==> config.mk <==
export PLATFORM = sky130hd
export DESIGN_NAME = spi_sclk_gen
export DESIGN_NICKNAME = d
export VERILOG_FILES = /design/src/rtl/spi_sclk_gen_pkg.sv /design/src/rtl/spi_div_counter.sv /design/src/rtl/spi_sclk_gen.sv
export SDC_FILE = /design/constraint.sdc
export NUM_CORES = 1
export LEC_CHECK = 0
export BUFFER_PORTS_ARGS = -buffer_cell sky130_fd_sc_hd__clkbuf_2
export CORE_MARGIN = 3
export CORE_UTILIZATION = 54
export DETAILED_ROUTE_END_ITERATION = 6
export PLACE_DENSITY = 0.78
export SLEW_MARGIN = 30
export SYNTH_ARGS = -nofsm -noshare
export SYNTH_HDL_FRONTEND = slang
export SYNTH_HIERARCHICAL = 1
export SYNTH_SLANG_ARGS = --single-unit
==> constraint.sdc <==
create_clock -name wb_clk -period 3 [get_ports wb_clk]
set_clock_uncertainty 0.15 [all_clocks]
set_input_delay 0.6 -clock wb_clk [delete_from_list [all_inputs] [get_ports wb_clk]]
set_output_delay 0.6 -clock wb_clk [all_outputs]
set_load 0.03 [all_outputs]
==> src/rtl/spi_sclk_gen_pkg.sv <==
// Shared types and default widths for the SPI serial-clock generator.
package spi_sclk_gen_pkg;

  typedef enum logic {
    IDLE = 1'b0,
    RUN  = 1'b1
  } state_t;

  localparam int unsigned DIV_W_DEF = 16;
  localparam int unsigned EC_W_DEF  = 8;

endpackage

==> src/rtl/spi_div_counter.sv <==
// Reloadable down-counter for the SPI clock divider.
// Flags zero; when enabled, it reloads at zero instead of wrapping.
module spi_div_counter
#(
  parameter int unsigned DIV_W = 16
) (
  input  logic             wb_clk,
  input  logic             wb_reset,
  input  logic             load,
  input  logic             en,
  input  logic [DIV_W-1:0] load_val,
  output logic             zero
);

  localparam logic [DIV_W-1:0] ONE = DIV_W'(1);

  logic [DIV_W-1:0] cnt;

  always_ff @(posedge wb_clk or posedge wb_reset) begin
    if (wb_reset) begin
      cnt <= '0;
    end else if (load) begin
      cnt <= load_val;
    end else if (en) begin
      if (cnt == '0) cnt <= load_val;
      else           cnt <= cnt - ONE;
    end
  end

  assign zero = (cnt == '0);

endmodule

==> src/rtl/spi_sclk_gen.sv <==
// SPI serial-clock generator: divides wb_clk, drives sclk and edge strobes.
// Optional edge counter enabled by SPI_SCLK_GEN_EDGE_CNT_EN.
module spi_sclk_gen
  import spi_sclk_gen_pkg::*;
#(
  parameter int unsigned DIV_W = DIV_W_DEF,
  parameter int unsigned EC_W  = EC_W_DEF
) (
  input  logic             wb_clk,
  input  logic             wb_reset,
  input  logic             go,
  input  logic             tip,
  input  logic             lstclk,
  input  logic [DIV_W-1:0] divider,
  input  logic             cpol,
  output logic             sclk,
  output logic             pos_edge,
  output logic             neg_edge,
  output logic             busy
`ifdef SPI_SCLK_GEN_EDGE_CNT_EN
  ,
  output logic [EC_W-1:0]  edge_cnt
`endif
);

  if (DIV_W < 1 || EC_W < 1) begin : g_param_chk
    $error("spi_sclk_gen: DIV_W and EC_W must be at least 1");
  end

  state_t state, state_nx;
  logic   zero;
  logic   cpol_r;
  logic   load, en, toggle;
  logic   sclk_d, pos_d, neg_d;

  spi_div_counter #(
    .DIV_W (DIV_W)
  ) u_div (
    .wb_clk   (wb_clk),
    .wb_reset (wb_reset),
    .load     (load),
    .en       (en),
    .load_val (divider),
    .zero     (zero)
  );

  always_ff @(posedge wb_clk or posedge wb_reset) begin
    if (wb_reset) state <= IDLE;
    else          state <= state_nx;
  end

  // The final toggle back to the idle level leaves RUN on the same edge.
  always_comb begin
    state_nx = state;
    case (state)
      IDLE: if (go && tip) state_nx = RUN;
      RUN: begin
        if (!tip)                                    state_nx = IDLE;
        else if (zero && lstclk && (sclk != cpol_r)) state_nx = IDLE;
      end
      default: state_nx = IDLE;
    endcase
  end

  always_comb begin
    load   = (state == IDLE);
    en     = (state == RUN);
    toggle = (state == RUN) && tip && zero;
    sclk_d = sclk;
    if (state == IDLE)  sclk_d = cpol;
    else if (!tip)      sclk_d = cpol_r;
    else if (toggle)    sclk_d = ~sclk;
    pos_d  = toggle && !sclk;
    neg_d  = toggle && sclk;
  end

  always_ff @(posedge wb_clk or posedge wb_reset) begin
    if (wb_reset) begin
      sclk     <= 1'b0;
      pos_edge <= 1'b0;
      neg_edge <= 1'b0;
      cpol_r   <= 1'b0;
    end else begin
      sclk     <= sclk_d;
      pos_edge <= pos_d;
      neg_edge <= neg_d;
      if (state == IDLE) cpol_r <= cpol;
    end
  end

  assign busy = (state == RUN);

`ifdef SPI_SCLK_GEN_EDGE_CNT_EN
  always_ff @(posedge wb_clk or posedge wb_reset) begin
    if (wb_reset) begin
      edge_cnt <= '0;
    end else if ((state == IDLE) && go && tip) begin
      edge_cnt <= '0;
    end else if (toggle && (edge_cnt != '1)) begin
      edge_cnt <= edge_cnt + EC_W'(1);
    end
  end
`endif

endmodule

==> results.md <==
* Die width at 55.8 µm
* Min-delay worst type: primary input to asynchronous set/reset pin
* Net count, final at 201
* Final hold violation count at 0
* Req. time, crit path at 3070 ps
* Largest net degree at the start of global routing at 19
* Initial antenna violation count at 0
* Remaining global-route overflow at 0
* CTS buffer count at 3
* Fin. max-slew vios at 0
* Worst-margin pin slew at 675 ps
* Synth unique cells at 48
* DR WL/cell at 16.2 µm
* Post-route ant nets at 0
* Clock latency on the worst-skew pair at 300 ps
* Unrepaired setup endpoints after global routing: false
* Layout cell share with drive strength beyond 1 at 0.210
* Routed WL at 3300 µm
* Count of clock tree sinks at 21
* Drt via density at 6.58
* Max Freq at 0.390 GHz
* Critical path capture point type: register
* Worst setup SP type: register
* Syn Area/Cell at 8.77 µm²
* Slew headroom at 0.544
* Leak pwr at 0.651 nW
* Placed Cells at 200
* Register area share after synthesis at 0.392
* Power Total at 0.683 mW
* Post-DP HPWL at 2420 µm
* Drt drc at 0
* Post-CTS Setup Bufs at 0
* Initial Util at 0.589
* Buffer depth of the longest clock path at 2
* Synthesis Warnings at 6
* Post-synthesis cell area at 1340 µm²
* Die area at 3120 µm²
* Post-synth top flop: dfrtp_1
* Mux cell area share after synthesis at 0.00746
* CTS-repair resized insts at 0
* Initial DRT Pass Iterations at 4
* Cell area power density at 453 nW/µm²
* Ant. Diodes at 0
* Io pins at 26
* Die outline height at 55.8 µm
* Fin crit share at 0.855
* CTS H-tree depth at 1
* Clock root buffer: clkbuf_4
* Worst-path fanout max at 8
* Synth Area in Simple Gates at 0.314
* Setup Crit Path Kind: register to register
* DRT iter0 DRCs at 88
* Worst path arrival time at 2630 ps
* Worst reg2reg startpoint: u_div/cnt[0]$_DFFE_PP0P_
* Reg2reg end: u_div/cnt[8]$_DFFE_PP0P_
* Gpl congestion at 0.944
* Number of synthesized flops with an enable pin at 0
* Status: finished clean
* Fin Setup TNS at 0 ps
* Largest family of logic cells by synthesized area: simple AND/OR/NAND/NOR gates
* Post-layout min period at 2570 ps
* Setup slack, reg-to-reg at 430 ps
* Final hold slack at 37.0 ps
* Fraction of registers with async set/reset at 1.00
* Final setup violation count at 0
* First-pass GRT wire length at 5550 µm
* Hold-fix buffers, CTS at 0
* Final cell count without fillers at 204
* Syn Inst Count at 153
* Core area at 2280 µm²
* Syn nets at 177
* Max-Cap Viols at 0
* Vias in the first global route at 1,250
* Final core occ at 0.663
* Adder-Cell Fraction of Synth Area at 0.0187
* CTS clock-pin slew for the worst setup and hold paths at 120 ps
* TritonCTS clock tree: built
* Register bit total from synthesis at 21
* Total Routing Usage GR at 0.217
* Row cnt at 17
* R2R cell count at 7
* Xor-xnor portion of the synthesized cell area at 0.0131
* Synth Area in Compound Gates at 0.199
* Peak supply drop at 0.388 mV
* PortBufs at 25
* Via count at 1,342
* Area Overhead vs Synth at 12.5%
==> layout make-up <==
type                    instances  area (µm²)
fillers                       195         767
flip-flops and latches         21         526
repair buffers                 28         148
clock buffers                   4        26.3
well taps                      28        35.0
inverters                       9        33.8
multi-input cells             114         741
==> report_power, final <==
group	internal, mW	switching, mW	leakage [nW]
registers	0.318	0.0522	0.253
clock network	0.0517	0.0823	0.0150
logic	0.0772	0.102	0.384
total	0.447	0.236	0.651
==> layer usage <==
metal / vias to the layer above / wire (µm) / GRT usage
li1: 637 / - / -
met1: 639 / 1410 / 0.297
met2: 64 / 1600 / 0.345
met3: 2 / 279 / 0.0510
met4: 0 / 18 / 0.0576
met5: - / 0 / 0
==> Yosys cell counts, types with 3 or more instances <==
library cell / n / share of area
nor4_1: 10 / 0.047
clkbuf_1: 5 / 0.014
dfrtp_1: 21 / 0.39
nor3_1: 6 / 0.022
a21oi_1: 3 / 0.011
nor2_1: 7 / 0.020
inv_1: 9 / 0.025
nand3_1: 14 / 0.052
o21ai_0: 8 / 0.030
and3_1: 3 / 0.014
o21a_1: 3 / 0.017
nand2_1: 12 / 0.034
or3_1: 5 / 0.023
or4_1: 4 / 0.022
nand4_1: 4 / 0.019
==> placed cells by master (no fill, tap or decap), types with 4 or more instances in the layout <==
cell and n:
nand3_1 14, dfrtp_1 21, or3_1 5, nor4_1 10
clkbuf_2 25, nor2_1 7, nand2_1 12, nor3_1 6
nand4_1 4, or4_1 4, o21ai_0 8, inv_1 9
==> worst max-delay path: stages (launching register included) <==
cell       delay (ps)
dfrtp_1           400
inv_1             120
ha_1              150
nor4b_1           530
a41oi_1           430
buf_4             300
a21oi_1           180
a2bb2oi_1         220
==> flip-flops by register name, summed over array words and instances, names as in the netlist <==
signal,count
neg_edge,1
sclk,1
u_div/cnt,16
busy,1
cpol_r,1
pos_edge,1
==> worst max-delay path by stage <==
stage / start / end / depth (start not counted)
2_1_floorplan: u_div/cnt[0]$_DFFE_PP0P_ / u_div/cnt[9]$_DFFE_PP0P_ / 6
3_3_place_gp: u_div/cnt[11]$_DFFE_PP0P_ / u_div/cnt[9]$_DFFE_PP0P_ / 4
3_5_place_dp: u_div/cnt[0]$_DFFE_PP0P_ / u_div/cnt[9]$_DFFE_PP0P_ / 6
4_1_cts: u_div/cnt[0]$_DFFE_PP0P_ / u_div/cnt[8]$_DFFE_PP0P_ / 7
5_1_grt: u_div/cnt[0]$_DFFE_PP0P_ / u_div/cnt[8]$_DFFE_PP0P_ / 7
6_report: u_div/cnt[0]$_DFFE_PP0P_ / u_div/cnt[8]$_DFFE_PP0P_ / 7
==> kinds of logic after synthesis <==
logic type                 Yosys count
and+or+nand+nor                     74
xor gates and xnor gates             2
AOI/OAI and AO/OA                   35
buffers and inverters               18
muxes                                1
adders and majority gates            2
DFF                                 21
==> metrics by stage <==
step                area, µm²  setup slack (ps)
finish                   1510               435
floorplan                1340               879
global route             1510               235
global placement         1480               713
CTS                      1510               479
detailed placement       1480               547
Note: power is estimated with default switching activity, not from simulation.
